## config.mk

```make
export PLATFORM = sky130hd
export DESIGN_NAME = dir_reg_reader
export DESIGN_NICKNAME = d
export VERILOG_FILES = /design/src/rtl/dir_pkg.sv /design/src/rtl/dir_shift_out.sv /design/src/rtl/dir_reg_reader.sv
export SDC_FILE = /design/constraint.sdc
export NUM_CORES = 1
export LEC_CHECK = 0
export ABC_AREA = 1
export CAP_MARGIN = 30
export CORE_UTILIZATION = 30
export CTS_BUF_LIST = sky130_fd_sc_hd__clkbuf_8
export DETAILED_ROUTE_END_ITERATION = 8
export DONT_BUFFER_PORTS = 1
export PLACE_DENSITY = 0.53
export SETUP_SLACK_MARGIN = 0.3
export SYNTH_ARGS = -nofsm -noshare
export SYNTH_HDL_FRONTEND = slang
export SYNTH_SLANG_ARGS = --single-unit
```

## constraint.sdc

```tcl
create_clock -name clk -period 1.75 [get_ports clk]
set_input_delay 0.175 -clock clk [delete_from_list [all_inputs] [get_ports clk]]
set_output_delay 0.175 -clock clk [all_outputs]
set_load 0.05 [all_outputs]
```

## src/rtl/dir_pkg.sv

```systemverilog
// Shared types and constants for the direction-register serial reader.
package dir_pkg;
  localparam int DIR_NUM    = 4;
  localparam int DIR_ADDR_W = 2;
  localparam int DIR_DATA_W = 8;

  typedef enum logic [1:0] {
    ST_IDLE  = 2'd0,
    ST_SHIFT = 2'd1,
    ST_DONE  = 2'd2
  } dir_state_e;
endpackage

```

## src/rtl/dir_shift_out.sv

```systemverilog
// Load/shift-right register with bit counter and last-bit flag, LSB first.
// DIR_RD_PARITY_EN appends one even-parity bit after the data bits.
module dir_shift_out
  import dir_pkg::*;
#(
  parameter int DATA_W = DIR_DATA_W
) (
  input  logic              clk,
  input  logic              rst,
  input  logic              load_i,
  input  logic              shift_i,
  input  logic [DATA_W-1:0] data_i,
  output logic              bit_o,
  output logic              last_o
);
  localparam int CNT_W = $clog2(DATA_W + 2);

  logic [DATA_W-1:0] sh_q, sh_d;
  logic [CNT_W-1:0]  cnt_q, cnt_d;

  always_comb begin
    sh_d  = sh_q;
    cnt_d = cnt_q;
    if (load_i) begin
      sh_d  = data_i;
      cnt_d = '0;
    end else if (shift_i) begin
      sh_d  = sh_q >> 1;
      cnt_d = cnt_q + CNT_W'(1);
    end
  end

  always_ff @(posedge clk or posedge rst) begin
    if (rst) begin
      sh_q  <= '0;
      cnt_q <= '0;
    end else begin
      sh_q  <= sh_d;
      cnt_q <= cnt_d;
    end
  end

`ifdef DIR_RD_PARITY_EN
  logic par_q;

  // Parity is taken from the word at load time, since sh_q is consumed by shifting.
  always_ff @(posedge clk or posedge rst) begin
    if (rst)         par_q <= 1'b0;
    else if (load_i) par_q <= ^data_i;
  end

  assign last_o = (cnt_q == CNT_W'(DATA_W));
  assign bit_o  = last_o ? par_q : sh_q[0];
`else
  assign last_o = (cnt_q == CNT_W'(DATA_W - 1));
  assign bit_o  = sh_q[0];
`endif
endmodule

```

## src/rtl/dir_reg_reader.sv

```systemverilog
// Captures one of four direction registers on a qualified strobe and serializes it LSB first.
// Optional DIR_RD_PARITY_EN adds a trailing even-parity bit (see dir_shift_out).
module dir_reg_reader
  import dir_pkg::*;
#(
  parameter int DATA_W  = DIR_DATA_W,
  parameter int DIR_NUM = dir_pkg::DIR_NUM
) (
  input  logic                      clk,
  input  logic                      rst,
  input  logic [DIR_ADDR_W-1:0]     addr_in,
  input  logic                      strob_in,
  input  logic                      choose_dir_reg,
  input  logic [DIR_NUM*DATA_W-1:0] dir_regs_in,
  output logic [DATA_W-1:0]         data_out,
  output logic                      ser_out,
  output logic                      ser_valid,
  output logic                      busy,
  output logic                      done
);
  dir_state_e        state_q, state_d;
  logic [DATA_W-1:0] data_q, data_d;
  logic [DATA_W-1:0] sel_word;
  logic              accept, shift, bit_w, last_w;

  assign sel_word = dir_regs_in[addr_in*DATA_W +: DATA_W];

  always_comb begin
    state_d   = state_q;
    data_d    = data_q;
    accept    = 1'b0;
    shift     = 1'b0;
    ser_valid = 1'b0;
    done      = 1'b0;
    busy      = 1'b0;
    case (state_q)
      ST_IDLE: begin
        if (strob_in && choose_dir_reg) begin
          accept  = 1'b1;
          data_d  = sel_word;
          state_d = ST_SHIFT;
        end
      end
      ST_SHIFT: begin
        busy      = 1'b1;
        ser_valid = 1'b1;
        shift     = 1'b1;
        if (last_w) state_d = ST_DONE;
      end
      ST_DONE: begin
        busy    = 1'b1;
        done    = 1'b1;
        state_d = ST_IDLE;
      end
      default: state_d = ST_IDLE;
    endcase
  end

  always_ff @(posedge clk or posedge rst) begin
    if (rst) begin
      state_q <= ST_IDLE;
      data_q  <= '0;
    end else begin
      state_q <= state_d;
      data_q  <= data_d;
    end
  end

  dir_shift_out #(.DATA_W(DATA_W)) u_shift (
    .clk    (clk),
    .rst    (rst),
    .load_i (accept),
    .shift_i(shift),
    .data_i (sel_word),
    .bit_o  (bit_w),
    .last_o (last_w)
  );

  assign data_out = data_q;
  assign ser_out  = ser_valid & bit_w;
endmodule

```

# Word-level counts from Yosys, hierarchy flattened
# Index checks and enable logic that the tools add are counted.
# totals
out_inout_bits	12
wordCells	30
register_bits	22
in_bits	38
# op_classes
mux	12
shift	1
n_addsub	1
n_eq_ne	5
bitwise_logic	1
n_reduce_logical	6
# op_table
cell	count
$shiftx A32 B6 Y8	1
$mux W8	2
$mux W4	2
$mux W1	5
$add A4 B1 Y4 const B	1
$eq A4 B3 Y1 const B	1
$mux W2	2
$ne A2 B2 Y1 const B	2
$pmux W2 S2	1
$reduce_and A2 Y1	2
$eq A2 B1 Y1 const B	1
$eq A2 B2 Y1 const B	1
$logic_not A2 Y1	1
$reduce_bool A2 Y1	1
$reduce_or A2 Y1	1
$and A1 B1 Y1	1
$logic_and A1 B1 Y1	1

# Longest topological paths before layout
# depth
depth_word	4
depth_mapped	8

# By module
# A second synthesis with hierarchy kept.
# hier_totals
hier_cells	183
area_unflattened_um2	1350.0
# modules_own_cells
module	area_per_inst_um2	seq_area_each_um2	cells_per_inst	instances
dir_reg_reader	778.2	250.2	118	1
dir_shift_out	571.8	300.3	65	1

# Least setup slack after synthesis
# No wires, ideal clock.
# synth_path
path_type	register to register
startpoint	reg state_q[1]
endpoint	reg u_shift.cnt_q[1]
path_stages_with_launch	9
t_arrival_ns	1.648
required_ns	1.630
setup_slack_ns	-0.018
cell_sequence	dfrtp_1 inv_1 ha_1 buf_4 inv_1 nand2_2 inv_1 a21boi_0 inv_1
# synth_via
elab_chain_len	3
# synth_rtl
item	line_no	source
from (decl)	dir_reg_reader.sv:21	dir_state_e state_q, state_d;
from (signal assigned)	dir_reg_reader.sv:64	state_q <= state_d;
$eq A2 B1 Y1	-	
$mux W1	-	
net ser_valid	dir_reg_reader.sv:17	output logic ser_valid,
$reduce_bool A2 Y1 (no source line)	-	
to (signal assigned)	dir_shift_out.sv:39	cnt_q <= cnt_d;
to (decl)	dir_shift_out.sv:19	logic [CNT_W-1:0] cnt_q, cnt_d;
# The timed path passes the listed nets, and every way through them passes these cells.
# A chain may end at the register's enable or synchronous reset.

# Worst setup path after layout
# layout_path
startpoint	reg state_q[0]
endpoint	out ser_out
# layout_via
elab_chain_len	3
# layout_rtl
item	line_no	source
$eq A2 B1 Y1	dir_reg_reader.sv:36	case (state_q)
$mux W1	dir_reg_reader.sv:36	
$and A1 B1 Y1	dir_reg_reader.sv:80	assign ser_out = ser_valid & bit_w;
to (decl)	dir_reg_reader.sv:16	output logic ser_out,
# No other way between the ends.

==> run summary <==
Of the cells placed in the final design, the portion with a size suffix greater than 1 is 18.3%. Leaving out fill and tap cells, the most frequent cells in the layout are sky130_fd_sc_hd__nand2_1 (60), sky130_fd_sc_hd__inv_1 (31), sky130_fd_sc_hd__dfrtp_1 (21). By area the synthesized netlist is led by sky130_fd_sc_hd__dfrtp_1 (39%), sky130_fd_sc_hd__nand2_1 (16%), sky130_fd_sc_hd__inv_1 (9.1%). Power density over the cells: 1710 mW/mm². The clock-pin slew of the registers on the worst-case setup and hold paths was 0.08 ns. Counting every sink on the clock net gives 22. The run gives 0.187 ns as the post-placement setup slack. Global routing consumed, over all layers together, 12.4% of the routing resources. Summing all non-filler instances in the final layout gives an area of 0.00158 mm².

For the number of antenna repair diodes, the log shows 0. Total power for the finished layout comes to 2.71 mW. For this block, the initial DRC count from the detailed router was 39. For this run, design rule violations remaining after detail routing come to 0. The sequential share of the synthesized area is 39.3%, and the number of clock buffers inserted by TritonCTS is 3. For the starting density of the core, the log shows 31.8%. For the data arrival time of the critical path, the log shows 1.24 ns. TritonCTS built the clock tree. For this run, the post-layout net count is 246.

At the later pin of the worst-skew pair, clock insertion delay measures 0.26 ns. The critical path goes through ha_4 > nand2_1 > clkinvlp_4. Setup violations remaining at the end of the flow were counted as 0.

The count of cells in the finished layout, fillers not included, comes to 254. Static timing analysis puts the maximum clock frequency at 0.708 GHz. The logs give 1121 for the total via count after detailed routing and 0.00259 ns for the final clock skew. STA classifies the critical path endpoint as an output port.

The tools report the post-synthesis instance area as 0.00140 mm². VDD sags by at most 0.000441 V. The maximum number of pins on one net before global-route repair is 23, and the average cell area after synthesis is 7.19 µm². The floorplan step set the die height to 70.4 µm.

The number of cells on the worst reg-to-reg path is 7. For the deepest level of the CTS H-tree, the log shows 1. Setup repair after global routing could not meet its margin everywhere. The top fanout value on the critical path came out at 4. The run gives 0 as the number of antenna violations at the first check in global routing. Clock tree synthesis selected as its root buffer the cell sky130_fd_sc_hd__clkbuf_8. The cell with the largest stage delay on the worst path is sky130_fd_sc_hd__dfrtp_2. The number of instances in the placed design was 245; the final weighted congestion in routability-driven placement was 0.722.

The standby leakage power came out at 0.854 nW. The area enclosed by the die boundary is 0.00495 mm², and the number of hold violations in the final report is 0. After layout, the worst path uses 80.7% of the clock period. The first global-routing pass estimated 4930 µm of wire. Measured along the x axis, the die boundary spans 70.4 µm. Once detailed placement completed, the half-perimeter wirelength came to 2160 µm. Area overhead of the layout relative to synthesis: 12.9%. The flow ran to the end, and the final reports show no timing, DRC or antenna violations. The number of search-and-repair iterations in the first detailed-routing pass was 4; the number of instances on the worst hold path was 3.

During placement, the flow inserted port buffers numbering 0. Measured against its own limit, the worst slew margin works out to 67.8%. The post-placement cell area is 0.00145 mm², and the final worst-path setup slack is 0.337 ns. The tools report the number of nets in the synthesized netlist as 238. Synthesis produced 195 cells. The largest single stage delay on the critical path is 0.45 ns. The number of library cell types mapped by synthesis was 22; the core footprint was 0.00441 mm². Counting flops and latches in the post-synthesis netlist gives 22. Yosys printed 0 warnings. At the worst endpoint, the required time is 1.57 ns. sky130_fd_sc_hd__dfrtp_1 takes more of the synthesized area than any other cell. The area share of the leading cell type in the synthesized netlist was 39.3%; the number of max-cap violations was 0.

The via count of the first global-routing pass is 1093, and the number of top-level pins is 50. Leaving out fill and tap cells, the most frequent cell in the layout is sky130_fd_sc_hd__nand2_1. The tools report the aggregate routed wire length as 2900 µm. The startpoint kind of the worst setup timing path is a flop.

The row count came out at 24. The total grt overflow came out at 0. The minimum clock period came out at 1.41 ns. For the final routed database, the setup TNS stands at 0 ns.

At the pin with the least slew margin, the transition time is 0.482 ns. Using the TritonRoute via totals, the vias-per-cell ratio works out to 4.41. No sink is reached through more buffers than the 2 on the longest clock path.

The run gives 0 as the number of max-slew violations in the final report. The routed wire length per instance was 11.4 µm. The critical path start-end classification was flop to output port.

In this run the remaining antenna-violating nets after routing total 0. The type of the worst min-delay path is input port to flop.
[stage by stage]
stage | utilization, % | hold WS [ns]
after detailed placement | 32.9 | 0.127
after global routing | 35.9 | 0.135
after global placement | 32.9 | 0.123
final | 35.9 | 0.118
after floorplan | - | 0.164
after CTS | 35.3 | 0.151
[cell usage after synthesis]
cell / count
sky130_fd_sc_hd__clkinv_1: 1
sky130_fd_sc_hd__o21ai_0: 10
sky130_fd_sc_hd__ha_1: 5
sky130_fd_sc_hd__a21oi_2: 6
sky130_fd_sc_hd__and3_1: 1
sky130_fd_sc_hd__buf_6: 4
sky130_fd_sc_hd__nor3_2: 1
sky130_fd_sc_hd__nand3_1: 16
sky130_fd_sc_hd__a21boi_0: 1
sky130_fd_sc_hd__o21ai_1: 2
sky130_fd_sc_hd__buf_2: 1
sky130_fd_sc_hd__nand2_2: 8
sky130_fd_sc_hd__nor2_1: 14
sky130_fd_sc_hd__dfrtp_1: 22
sky130_fd_sc_hd__nand4_1: 1
sky130_fd_sc_hd__a21oi_1: 3
sky130_fd_sc_hd__nand2_1: 60
sky130_fd_sc_hd__nand3_2: 1
sky130_fd_sc_hd__buf_4: 2
sky130_fd_sc_hd__inv_6: 1
sky130_fd_sc_hd__inv_1: 34
sky130_fd_sc_hd__xnor2_1: 1
[final cells by class]
| cell class | count | area, µm² |
|---|---|---|
| Tap cell | 52 | 65.1 |
| Multi-Input combinational cell | 130 | 687 |
| Clock buffer | 4 | 55.1 |
| Sequential cell | 22 | 552 |
| Timing Repair Buffer | 10 | 81.3 |
| Inverter | 36 | 144 |
| Fill cell | 441 | 2830 |
[registers in the layout, indices dropped and copies added, names as in the netlist]
signal	count
data_out	8
u_shift.sh_q	8
u_shift.cnt_q	4
state_q	2
[routing by layer]
layer	part of all wire, %	vias up	GRT usage, %
met3	5.1	4	3.46
met5	0	-	0
li1	-	603	-
met4	1.5	0	4.00
met2	48	16	20.2
met1	45	498	15.9
[power by group]
group,switching (mW),internal (mW)
combinational,0.677,0.455
clock,0.163,0.201
sequential,0.468,0.742
[kinds of logic (layout without fill, tap and decap cells)]
logic type / count (synthesis) / in the layout / synth area share (%)
adders and majority gates: 5 / 5 / 4.46
xor gates and xnor gates: 1 / 1 / 0.625
DFF: 22 / 22 / 39.3
and+or+nand+nor: 102 / 102 / 31.4
buffers and inverters: 43 / 50 / 14.6
AOI/OAI and AO/OA: 22 / 22 / 9.63
[timing repair]
item / CTS / global route
pin swaps: 1 / 1
cloned: 0 / 0
setup endpoints to repair: 18 / 13
hold buffers: 1 / 0
endpoints found under the hold margin: 22 / 0
resized for setup: 6 / 4
setup buffers: 3 / 1
[worst paths after layout]
kind / start / to / slack (ns)
worst max-delay path: state_q[0] / ser_out / 0.34
worst min-delay path: choose_dir_reg / u_shift.cnt_q[3] / 0.12
worst max register to register: state_q[0] / u_shift.sh_q[0] / 0.39
worst min register to register: u_shift.sh_q[7] / u_shift.sh_q[7] / 0.50
max in group asynchronous: rst / state_q[0] / 1.13
min in group asynchronous: rst / u_shift.cnt_q[2] / 0.38
[worst max-delay path: cells and delay by family (launching register included)]
kind / cells / cell delay (ns)
fa+ha+maj: 1 / 0.19
buf+inv: 1 / 0.25
flops: 1 / 0.45
simple gates: 1 / 0.10
(Power assumes the default switching activity.)
